--- src/rtl/mem_arb_pkg.sv ---
// Shared definitions for the data-RAM port arbiter: default RAM geometry
// (also used by the MEM stage and the RAM wrapper) and the arbiter state encoding.
package mem_arb_pkg;

    localparam int ADDR_W_DEF = 14;
    localparam int DATA_W_DEF = 32;

    typedef enum logic [1:0] {
        IDLE    = 2'd0,
        DMA_RUN = 2'd1,
        DMA_END = 2'd2
    } arb_state_t;

endpackage

--- src/rtl/mem_arb_burst_ctr.sv ---
// DMA burst address/beat counter. Loading happens in the grant cycle, which
// itself issues beat 0 at start_addr, so the counter holds the address and
// the remaining beat count for the beats that follow.
module mem_arb_burst_ctr
    import mem_arb_pkg::*;
#(
    parameter int ADDR_W = ADDR_W_DEF,
    parameter int LEN_W  = 8
) (
    input  logic              clk,
    input  logic              rst,
    input  logic              load,
    input  logic              adv,
    input  logic [ADDR_W-1:0] start_addr,
    input  logic [LEN_W-1:0]  len,
    output logic [ADDR_W-1:0] addr,
    output logic              last,
    output logic              first_last
);

    logic [LEN_W-1:0] remain;

    // A length of 0 or 1 means the grant-cycle beat is the whole burst.
    assign first_last = (len <= LEN_W'(1));
    // The beat issued in the current run cycle is the final one.
    assign last       = (remain == LEN_W'(1));

    // Beats still to issue after the grant-cycle beat.
    always_ff @(posedge clk or posedge rst) begin
        if (rst) begin
            remain <= '0;
        end else if (load) begin
            remain <= (len == '0) ? '0 : len - LEN_W'(1);
        end else if (adv) begin
            remain <= remain - LEN_W'(1);
        end
    end

    // Next beat address; natural overflow gives the wrap from top of RAM to 0.
    always_ff @(posedge clk) begin
        if (load) begin
            addr <= start_addr + ADDR_W'(1);
        end else if (adv) begin
            addr <= addr + ADDR_W'(1);
        end
    end

endmodule

--- src/rtl/mem_port_arbiter.sv ---
// Single-port data RAM arbiter between the CPU MEM stage and the DMA/debug
// loader. CPU has fixed priority; a starvation counter forces a DMA grant
// after MAX_WAIT lost cycles. DMA bursts are non-preemptible and stall the CPU.
module mem_port_arbiter
    import mem_arb_pkg::*;
#(
    parameter int ADDR_W   = ADDR_W_DEF,
    parameter int DATA_W   = DATA_W_DEF,
    parameter int LEN_W    = 8,
    parameter int MAX_WAIT = 15
) (
    input  logic              clk,
    input  logic              rst,
    input  logic              cpu_req,
    input  logic              cpu_we,
    input  logic [ADDR_W-1:0] cpu_addr,
    input  logic [DATA_W-1:0] cpu_wdata,
    output logic              cpu_stall,
    output logic [DATA_W-1:0] cpu_rdata,
    output logic              cpu_rvalid,
    input  logic              dma_req,
    input  logic              dma_we,
    input  logic [ADDR_W-1:0] dma_addr,
    input  logic [LEN_W-1:0]  dma_len,
    input  logic [DATA_W-1:0] dma_wdata,
    output logic              dma_wready,
    output logic [DATA_W-1:0] dma_rdata,
    output logic              dma_rvalid,
    output logic              dma_done,
    output logic              ram_we,
    output logic [ADDR_W-1:0] ram_addr,
    output logic [DATA_W-1:0] ram_din,
    input  logic [DATA_W-1:0] ram_dout
);

    localparam int WAIT_W = $clog2(MAX_WAIT + 1);

    arb_state_t        state;
    logic [WAIT_W-1:0] wait_cnt;
    logic              burst_we;
    logic              cpu_rd_vld_p1;
    logic              dma_rd_vld_p1;

    logic              wait_full;
    logic              cpu_gnt;
    logic              dma_gnt;
    logic              dma_beat;
    logic              beat_we;
    logic [ADDR_W-1:0] beat_addr;

    logic [ADDR_W-1:0] ctr_addr;
    logic              ctr_last;
    logic              ctr_first_last;

    mem_arb_burst_ctr #(
        .ADDR_W (ADDR_W),
        .LEN_W  (LEN_W)
    ) u_burst_ctr (
        .clk        (clk),
        .rst        (rst),
        .load       (dma_gnt),
        .adv        (state == DMA_RUN),
        .start_addr (dma_addr),
        .len        (dma_len),
        .addr       (ctr_addr),
        .last       (ctr_last),
        .first_last (ctr_first_last)
    );

    // Arbitration and beat selection; grants are suppressed while rst is held
    // so every output is quiet during reset.
    always_comb begin
        wait_full = (wait_cnt == WAIT_W'(MAX_WAIT));
        cpu_gnt   = (state == IDLE) && !rst && cpu_req && !(dma_req && wait_full);
        dma_gnt   = (state == IDLE) && !rst && !cpu_gnt && dma_req;
        dma_beat  = dma_gnt || (state == DMA_RUN);
        beat_we   = dma_gnt ? dma_we : burst_we;
        beat_addr = dma_gnt ? dma_addr : ctr_addr;
    end

    // RAM port mux and handshake outputs.
    always_comb begin
        ram_we     = cpu_gnt ? cpu_we : (dma_beat && beat_we);
        ram_addr   = cpu_gnt ? cpu_addr : (dma_beat ? beat_addr : '0);
        ram_din    = cpu_gnt ? cpu_wdata : (dma_beat ? dma_wdata : '0);
        dma_wready = dma_beat && beat_we;
        cpu_stall  = cpu_req && !cpu_gnt && !rst;
        dma_done   = (state == DMA_END);
        cpu_rvalid = cpu_rd_vld_p1;
        cpu_rdata  = cpu_rd_vld_p1 ? ram_dout : '0;
        dma_rvalid = dma_rd_vld_p1;
        dma_rdata  = dma_rd_vld_p1 ? ram_dout : '0;
    end

    // Ownership FSM, starvation counter and read-valid tracking.
    always_ff @(posedge clk or posedge rst) begin
        if (rst) begin
            state         <= IDLE;
            wait_cnt      <= '0;
            burst_we      <= 1'b0;
            cpu_rd_vld_p1 <= 1'b0;
            dma_rd_vld_p1 <= 1'b0;
        end else begin
            // ---- stage p0 -> p1: RAM read data returns one cycle after the beat
            cpu_rd_vld_p1 <= cpu_gnt && !cpu_we;
            dma_rd_vld_p1 <= dma_beat && !beat_we;
            case (state)
                IDLE: begin
                    if (dma_gnt) begin
                        state    <= ctr_first_last ? DMA_END : DMA_RUN;
                        burst_we <= dma_we;
                        wait_cnt <= '0;
                    end else if (cpu_gnt && dma_req) begin
                        if (!wait_full) begin
                            wait_cnt <= wait_cnt + WAIT_W'(1);
                        end
                    end else begin
                        wait_cnt <= '0;
                    end
                end
                DMA_RUN: begin
                    if (ctr_last) begin
                        state <= DMA_END;
                    end
                end
                DMA_END: state <= IDLE;
                default: state <= IDLE;
            endcase
        end
    end

endmodule

--- config.mk ---
export PLATFORM = sky130hd
export DESIGN_NAME = mem_port_arbiter
export DESIGN_NICKNAME = d
export VERILOG_FILES = /design/src/rtl/mem_arb_pkg.sv /design/src/rtl/mem_arb_burst_ctr.sv /design/src/rtl/mem_port_arbiter.sv
export SDC_FILE = /design/constraint.sdc
export NUM_CORES = 1
export LEC_CHECK = 0
export ABC_AREA = 1
export BUFFER_PORTS_ARGS = -buffer_cell sky130_fd_sc_hd__buf_4
export CAP_MARGIN = 10
export CORE_ASPECT_RATIO = 0.8
export CORE_MARGIN = 4
export CORE_UTILIZATION = 30
export DETAILED_ROUTE_END_ITERATION = 10
export PLACE_DENSITY_LB_ADDON = 0.08
export SLEW_MARGIN = 20
export SYNTH_ARGS = -nofsm -noshare
export SYNTH_HDL_FRONTEND = slang
export SYNTH_SLANG_ARGS = --single-unit
--- constraint.sdc ---
create_clock -name clk -period 2.8 [get_ports clk]
set_clock_uncertainty 0.2 [all_clocks]
set_input_delay 0.28 -clock clk [delete_from_list [all_inputs] [get_ports clk]]
set_output_delay 0.28 -clock clk [all_outputs]
set_load 0.01 [all_outputs]
==> metrics, run 1 <==
largest net degree at the start of global routing 34; fin crit period 2.65 ns; dominant cell type by area after synthesis nand2_1; drt drc 0; minimum setup slack among reg-to-reg paths 0.21 ns; GRT Util Overall 20.3%; I/O Buffers 253; final core utilization 53.9%; power density over the cells 881 nW/um^2; Yosys cell types 41; register area 846 sq um; Hold WC Path Type in -> reg; core area 10,300 sq um; Hold Path Depth 3; WP data required 2.32 ns; number of max-cap violations 0; syn nets 623; worst vdd rail ir drop 565 uV; part of the Yosys area used for sequential elements 26.5%; Vert. Die Dim 100 um; Post-Layout Cell Count 881; Gate Count Post-Synth 479; Avg WL per Cell 14.9 um; via count 3,992; Async SR Flop Fraction 54.8%; Post-synth EDFFs 14; final worst-path cycle share 94.6%; die width 123 um; Worst Max-Slew Pin Slew 0.532 ns; GRT overflow 0; synth-to-layout area growth 73.9%; Max Clk Rate 378 MHz; Clock transition at path regs 0.05 ns; Initial DRC Count 171; status complete, no violations; final setup fails 0; most common cell in the netlist nand2_1; Mapped Area 3200 sq um; multi-input logic area 1840 sq um; Synth Warn # 0; n_diodes 0; Min Hold Slack 0.102 ns; H-tree Lvls 2; post-route ant nets 0; leakage power 3.37 nW; share of post-route cells with drive strength above 1 43.7%; CTS Buf Count 5; crit path to ram_addr[3]; Synth top cells by count nand2_1, inv_1, a22o_1, nand3_1, nor2_1; NumNets Final 884; ranking of synthesized cells by area nand2_1, dfrtp_1, edfxtp_1; CP Data Arrival Time 2.17 ns; vias in the first global route 3,976; Startpoint Class register; final wirelength 13,100 um; CP startpoint state[0]; initial core utilization 31.0%; Slew headroom 64.5%; DR pass1 iterations 4; clock sinks 31; reg2reg start wait_cnt[0]; Root Driver clkbuf_16; Fin. Hold Viols 0; global-route wire length before repair 19,900 um; antenna violations before repair 0; Crit. End Element output port; R2R Path End u_burst_ctr.addr[8]; Max Fanout on Critical Path 9; fillcell total 1,015; Post-Syn Area per Cell 6.67 sq um; Inst Count DP 863; most used flip-flop cell after synthesis dfrtp_1; setup TNS 0 ns; CTS tree yes; Vias/cell 4.53; top cell type's share of synthesized area 15.7%; Setup CP Type reg -> out; path depth of the worst reg2reg path 14; Yosys reg bits 31; full die area 12,400 sq um; clock buffer depth 2; DP HPWL 10,900 um; Slew Viols, Final 0; Row Count 33; io pins 254; Clock Latency Late Sink 0.28 ns; Power Total 4.90 mW; routability congestion estimate 0.814
## layer usage
layer	share of wire (%)	global-route usage, %	wire length, um	vias to the layer above
li1	-	-	-	2037
met4	1.7	4.51	224	0
met5	0	0	0	-
met3	7.2	5.86	949	23
met2	51	36.3	6750	146
met1	40	24.1	5200	1786
## layout make-up
type	count	area share (%)
inverter	104	7.20
timing repair buffer	274	38.2
clock inverter	1	0.0900
sequential	31	15.2
tap	140	3.15
clock buffer	7	2.95
multi-input combinational	324	33.2
## critical path, stage by stage (launching register included)
cell	delay, ns
dfrtp_1	0.40
inv_2	0.10
nand2_4	0.09
nor2_4	0.34
buf_4	0.25
nand3_1	0.13
nand2_2	0.11
inv_1	0.12
o21ai_1	0.19
buf_4	0.15
## sequential cells by signal (all words and copies together), names as in the netlist
signal              flops
u_burst_ctr.addr       14
cpu_rvalid              1
u_burst_ctr.remain      8
dma_rvalid              1
burst_we                1
wait_cnt                4
state                   2
## layout by cell type (no fill, tap or decap), drive strengths merged
cell type      n
a21oi          8
a22o          36
a22oi          2
a31oi          1
buf          272
clkbuf         7
clkinv         1
dfrtp         17
dlygate4sd3    2
edfxtp        14
ha             6
inv          104
nand2        153
nand3         28
nand4          5
nor2          31
nor3           5
nor4           1
o211a          1
o211ai         2
o21ai         26
o221ai         1
o31ai          1
or2            2
xnor2          3
xor2          12
## power by group
part / leakage [nW] / total [mW] / switching, mW / internal (mW)
Combinational: 2.93 / 3.43 / 1.89 / 1.53
Clock: 0.0850 / 0.603 / 0.197 / 0.406
Sequential: 0.346 / 0.870 / 0.106 / 0.764
## cells by family (layout without fill, tap and decap cells)
family	Yosys count	after routing	synth area share, %
AND/OR/NAND/NOR	224	225	32.9
AO/OA/AOI/OAI	78	78	17.4
XOR/XNOR	15	15	4.11
adder cells (fa/ha/maj)	6	6	2.35
flip-flops	31	31	26.5
buffers and inverters	125	386	16.8
## what timing repair did
item / 4_1_cts / 5_1_grt
endpoints found under the hold margin: 18 / 0
hold buffers: 2 / 0
resized for setup: 0 / 7
endpoints found under the setup margin: 36 / 42
pin swaps: 2 / 2
cloned: 1 / 0
buffers inserted: 4 / 3
## how the worst min path moves through the flow
stage,start,endpoint,slack (ns)
6_report,dma_req,wait_cnt[1],0.10
2_1_floorplan,rst,burst_we,0.02
5_1_grt,dma_req,wait_cnt[1],0.13
3_3_place_gp,rst,wait_cnt[2],0.17
4_1_cts,dma_req,wait_cnt[1],0.11
3_5_place_dp,rst,state[1],0.18
## metrics by stage
stage	instance area [sq um]	worst slack, ns
finish	5560	0.152
floorplan	3200	0.326
global placement	5270	0.265
detailed placement	5270	0.160
global route	5560	-0.00897
CTS	5520	0.0743
No activity file was read; power rests on OpenSTA's default activity.
==> run 2: changes to the inputs <==
--- a/config.mk
+++ b/config.mk
@@ -8,9 +8,11 @@
 export ABC_AREA = 1
 export BUFFER_PORTS_ARGS = -buffer_cell sky130_fd_sc_hd__buf_4
 export CAP_MARGIN = 10
+export CELL_PAD_IN_SITES_DETAIL_PLACEMENT = 1
+export CELL_PAD_IN_SITES_GLOBAL_PLACEMENT = 1
 export CORE_ASPECT_RATIO = 0.8
-export CORE_MARGIN = 4
-export CORE_UTILIZATION = 30
+export CORE_MARGIN = 2
+export CORE_UTILIZATION = 26
 export DETAILED_ROUTE_END_ITERATION = 10
 export PLACE_DENSITY_LB_ADDON = 0.08
 export SLEW_MARGIN = 20
==> metrics, run 2 (synthesized netlist as in run 1, its figures left out) <==
status complete, no violations; Startpoint Class register; register area 846 sq um (unchanged); clock sinks 31 (unchanged); share of post-route cells with drive strength above 1 43.3% (-0.42 points); core area 12,100 sq um (+17%); H-tree Lvls 2 (unchanged); die width 128 um (+3.7%); fin crit period 2.64 ns (-0.00514 ns); max reg flops 14 (unchanged); clock buffer depth 2 (unchanged); Hold Path Depth 3 (unchanged); initial core utilization 26.5% (-4.5 points); most common cell after layout, fill and taps aside buf_4; R2R Path End u_burst_ctr.addr[8]; routability congestion estimate 0.794 (-2.5%); setup TNS 0 ns (unchanged); n_diodes 0 (unchanged); Hold WC Path Type in -> reg; Fin. Hold Viols 0 (unchanged); GRT Util Overall 20.2% (-0.11 points); reg2reg start wait_cnt[0]; Initial DRC Count 143 (-16%); number of max-cap violations 0 (unchanged); final worst-path cycle share 94.4% (-0.18 points); GRT overflow 0 (unchanged); Vert. Die Dim 103 um (+2.8%); final setup fails 0 (unchanged); Setup CP Type reg -> out; global-route wire length before repair 21,000 um (+5.4%); Worst Max-Slew Pin Slew 0.615 ns (+0.0832 ns); Max Fanout on Critical Path 25 (+16); DP HPWL 11,900 um (+8.7%); Row Count 36 (+9.1%); synth-to-layout area growth 71.5%; Clock Latency Late Sink 0.28 ns (about the same); leakage power 3.32 nW (-1.2%); Slew headroom 59.0% (-5.5 points); NumNets Final 882 (-0.23%); biggest regs u_burst_ctr.addr (14), u_burst_ctr.remain (8), wait_cnt (4); full die area 13,200 sq um (+6.6%); Slew Viols, Final 0 (unchanged); io pins 254 (unchanged); WP data required 2.32 ns (about the same); DR pass1 iterations 4 (unchanged); drt drc 0 (unchanged); Crit. End Element output port; CTS Buf Count 5 (unchanged); vias in the first global route 4,118 (+3.6%); Max Clk Rate 378 MHz (+0.19%); CP Data Arrival Time 2.16 ns (about the same); Vias/cell 4.55 (+0.31%); Root Driver clkbuf_16; worst vdd rail ir drop 375 uV (-34%); via count 4,050 (+1.5%); Hold Path End wait_cnt[1]; minimum setup slack among reg-to-reg paths 0.19 ns (-0.02 ns); largest net degree at the start of global routing 34 (unchanged); Clock transition at path regs 0.05 ns (about the same); final wirelength 14,300 um (+9.1%); RSZ-0062 raised after global routing no; commonest cells after routing, fill and taps aside buf_4, nand2_1, inv_1; CTS tree yes; fillcell total 1,564 (+54%); Min Hold Slack 0.0860 ns (-0.0158 ns); largest register by flop count u_burst_ctr.addr; antenna violations before repair 0 (unchanged); HP Start dma_req; path depth of the worst reg2reg path 14 (unchanged); post-route ant nets 0 (unchanged); Avg WL per Cell 16.1 um (+7.9%); I/O Buffers 253 (unchanged); power density over the cells 875 nW/um^2 (-0.72%); multi-input logic area 1840 sq um (unchanged)
[run 2: cell type report]
class                           count  share of cell area (%)
Clock buffer                        7                    2.42
Clock inverter                      1                  0.0913
Inverter                          104                    7.30
Multi-Input combinational cell    325                    33.6
Sequential cell                    31                    15.4
Tap cell                          152                    3.47
Timing Repair Buffer              271                    37.7
[run 2: metrics by stage]
| step | instance area [sq um] | power (mW) | utilization, % | setup WS (ns) | std cells |
|---|---|---|---|---|---|
| after global placement | 5260 | 4.16 | 43.6 | 0.242 | 875 |
| after floorplan | 3200 | 2.83 | - | 0.326 | 479 |
| after CTS | 5450 | 4.81 | 45.1 | 0.00860 | 888 |
| after detailed placement | 5260 | 4.24 | 43.6 | 0.151 | 875 |
| after global routing | 5480 | 5.20 | 45.4 | 0.00112 | 891 |
| final | 5480 | 4.80 | 45.4 | 0.157 | 891 |
[run 2: layer usage]
metal  up-vias  part of all wire [%]  GRT usage, %
met5         -                     0             0
li1       2027                     -             -
met3        14                   5.3          4.48
met2       125                    52          37.4
met1      1884                    41          24.4
met4         0                   1.5          4.14
[run 2: worst max path at each step]
stage | startpoint | to | slack (ns) | cells after the start
6_report | wait_cnt[0] | ram_addr[1] | 0.16 | 12
5_1_grt | wait_cnt[0] | u_burst_ctr.addr[8] | 0.001 | 14
4_1_cts | wait_cnt[0] | ram_addr[13] | 0.009 | 11
3_5_place_dp | wait_cnt[0] | u_burst_ctr.addr[8] | 0.15 | 13
3_3_place_gp | wait_cnt[0] | u_burst_ctr.addr[8] | 0.24 | 13
2_1_floorplan | rst | u_burst_ctr.addr[8] | 0.33 | 11
[run 2: repair_timing]
| action | in CTS | in global routing |
|---|---|---|
| buffers inserted | 2 | 2 |
| hold endpoints to repair | 18 | 0 |
| hold buffers | 2 | 0 |
| setup endpoints to repair | 37 | 45 |
| resized for setup | 0 | 7 |
| pin swaps | 1 | 1 |
| gates cloned | 1 | 1 |
[run 2: power by group]
| part | internal, mW | leakage [nW] | switching (mW) |
|---|---|---|---|
| combinational | 1.48 | 2.91 | 1.93 |
| clock | 0.328 | 0.0679 | 0.191 |
| sequential | 0.764 | 0.346 | 0.108 |
| total | 2.57 | 3.32 | 2.23 |
[run 2: worst max-delay path, cell delays in order, from the launching register on]
cell     delay, ns
dfrtp_1       0.40
ha_1          0.22
nand2_1       0.07
inv_1         0.06
nand2_2       0.10
nand3_4       0.14
nand2_8       0.14
inv_6         0.05
nor2_8        0.09
inv_4         0.09
buf_12        0.18
a22o_1        0.19
buf_4         0.15
==> run 3: changes to the inputs <==
--- a/config.mk
+++ b/config.mk
@@ -10,11 +10,12 @@
 export CAP_MARGIN = 10
 export CELL_PAD_IN_SITES_DETAIL_PLACEMENT = 1
 export CELL_PAD_IN_SITES_GLOBAL_PLACEMENT = 1
-export CORE_ASPECT_RATIO = 0.8
-export CORE_MARGIN = 2
+export CORE_ASPECT_RATIO = 1.75
+export CORE_MARGIN = 3
 export CORE_UTILIZATION = 26
 export DETAILED_ROUTE_END_ITERATION = 10
 export PLACE_DENSITY_LB_ADDON = 0.08
+export RECOVER_POWER = 50
 export SLEW_MARGIN = 20
 export SYNTH_ARGS = -nofsm -noshare
 export SYNTH_HDL_FRONTEND = slang
==> metrics, run 3 (synthesized netlist as in run 1, its figures left out) <==
number of max-cap violations 0 (unchanged); NumNets Final 882 (unchanged); drt drc 0 (unchanged); via count 4,106 (+1.4%); Startpoint Class register; Max Clk Rate 372 MHz (-1.7%); n_diodes 0 (unchanged); worst vdd rail ir drop 464 uV (+24%); Post-Layout Cell Count 904 (+1.5%); Worst Max-Slew Pin Slew 1.01 ns (+0.395 ns); DR pass1 iterations 4 (unchanged); GRT overflow 0 (unchanged); DP Area 5290 sq um (+0.59%); clock sinks 31 (unchanged); post-route cell area 5510 sq um (+0.52%); CTS tree yes; final wirelength 14,500 um (+1.4%); Slew Viols, Final 0 (unchanged); Gate power share 70.2% (-0.8 points); max reg flops 14 (unchanged); Slew headroom 32.7% (-26 points); crit path buf inv count 5 (unchanged); Row Count 53 (+47%); Power Total 4.85 mW (+1.2%); global-route wire length before repair 22,300 um (+6.6%); max incr delay on CP 0.41 ns (about the same); setup TNS 0 ns (unchanged); largest register by flop count u_burst_ctr.addr; post-route ant nets 0 (unchanged); switching power 2.23 mW (+0.23%); initial core utilization 26.6% (+0.15 points); final worst-path cycle share 96.0% (+1.6 points); clock buffer depth 2 (unchanged); most common cell after layout, fill and taps aside buf_4; biggest regs u_burst_ctr.addr (14), u_burst_ctr.remain (8), wait_cnt (4); Crit path max-delay family buffers and inverters; GRT Util Overall 20.0% (-0.25 points); commonest cells after routing, fill and taps aside buf_4, nand2_1, inv_1; largest net degree at the start of global routing 39 (+15%); status complete, no violations; io pins 254 (unchanged); Vias/cell 4.54 (about the same); Critical-path top delay cell dfrtp_1; HP Start dma_req; Fin. Hold Viols 0 (unchanged); power density over the cells 880 nW/um^2 (+0.64%); Crit. End Element output port; Vert. Die Dim 153 um (+48%); I/O Buffers 253 (unchanged); final setup fails 0 (unchanged); reg2reg start wait_cnt[0]; Hold WC Path Type in -> reg; Root Driver clkbuf_16; DP HPWL 12,000 um (+1.3%); synth-to-layout area growth 72.4%; CTS Buf Count 5 (unchanged); antenna violations before repair 0 (unchanged); core area 12,000 sq um (-0.57%); H-tree Lvls 2 (unchanged); Max Fanout on Critical Path 15 (-40%); Initial DRC Count 114 (-20%); Clock transition at path regs 0.05 ns (about the same); Clock Latency Late Sink 0.28 ns (about the same); clock group share of total power 11.9% (+1.1 points); fin crit period 2.69 ns (+0.0445 ns); die width 89.8 um (-30%); Setup CP Type reg -> out; CP Data Arrival Time 2.21 ns (+0.05 ns); final core utilization 45.9% (+0.50 points); Inst Count DP 890 (+1.7%); internal power 2.62 mW (+2.0%); CP Cell Sequence ha_1 -> nand2_1 -> inv_1 -> nand2_1 -> nand3_4 -> nand2_8 -> inv_6 -> nor2_8 -> inv_2 -> buf_4 -> a22o_1 -> buf_4; full die area 13,700 sq um (+3.9%); switching part of the total 46.0% (-0.43 points); share of post-route cells with drive strength above 1 42.6% (-0.68 points); Avg WL per Cell 16.1 um (about the same); Seq pwr share 17.9% (-0.3 points); vias in the first global route 4,374 (+6.2%); CP startpoint wait_cnt[0]; routability congestion estimate 0.868 (+9.4%); leakage power 3.33 nW (+0.23%); WP data required 2.32 ns (about the same)
## run 3: cell types whose count changed in the layout (fill, tap and decap cells not counted), moves of 2 or more
cell      delta
buf_4        -4
clkbuf_8     +2
o21ai_0      +2
clkbuf_2     +2
## run 3: worst paths after layout
kind | end | slack [ns] | cells after the start
worst min-delay path | wait_cnt[1] | 0.08 | 3
min in group asynchronous | cpu_rvalid | 0.70 | 4
worst max register to register | u_burst_ctr.addr[8] | 0.25 | 13
worst max-delay path | ram_din[21] | 0.11 | 12
max in group asynchronous | u_burst_ctr.remain[6] | 1.08 | 4
worst min register to register | wait_cnt[1] | 0.34 | 2
## run 3: through the flow
stage	hold slack (ns)	worst slack, ns
global placement	0.177	0.394
floorplan	0.0218	0.326
finish	0.0751	0.112
CTS	0.0720	0.0302
global route	0.0976	-0.00521
detailed placement	0.182	0.350
## run 3: worst reg2reg max path: stages (launching register included)
cell and delay (ns):
dfrtp_1 0.39, ha_1 0.19, nand2_1 0.06, inv_1 0.07
nand2_1 0.08, nand3_4 0.13, buf_4 0.25, nand3_1 0.12
nand2_2 0.13, ha_1 0.18, nand2_1 0.09, nor2_4 0.15
nand2_1 0.10, xor2_1 0.15
## run 3: power by group through the flow
stage / registers [mW] / clock network (mW) / logic, mW
after floorplan: 0.854 / 0 / 1.97
after global placement: 0.867 / 0 / 3.33
after detailed placement: 0.877 / 0 / 3.40
after CTS: 0.870 / 0.598 / 3.43
after global routing: 0.895 / 0.615 / 3.76
final: 0.868 / 0.578 / 3.41
## run 3: layout make-up
class,instances,area (sq um)
Fill cell,1556,6490
Timing Repair Buffer,272,2080
Multi-Input combinational cell,324,1830
Sequential cell,31,846
Inverter,104,400
Tap cell,165,206
Clock buffer,8,156
## run 3: repair_timing
item                                    CTS  global route
hold buffers                              2             0
hold endpoints to repair                 18             0
endpoints found under the setup margin    0            28
resized for setup                         0             2
setup buffers                             0             2
## run 3: per-layer routing
metal	vias up	track usage, %	routed length, um
li1	2025	-	-
met1	1874	20.3	5180
met2	181	38.1	7800
met3	26	6.18	1150
met4	0	6.51	394
met5	-	0	0
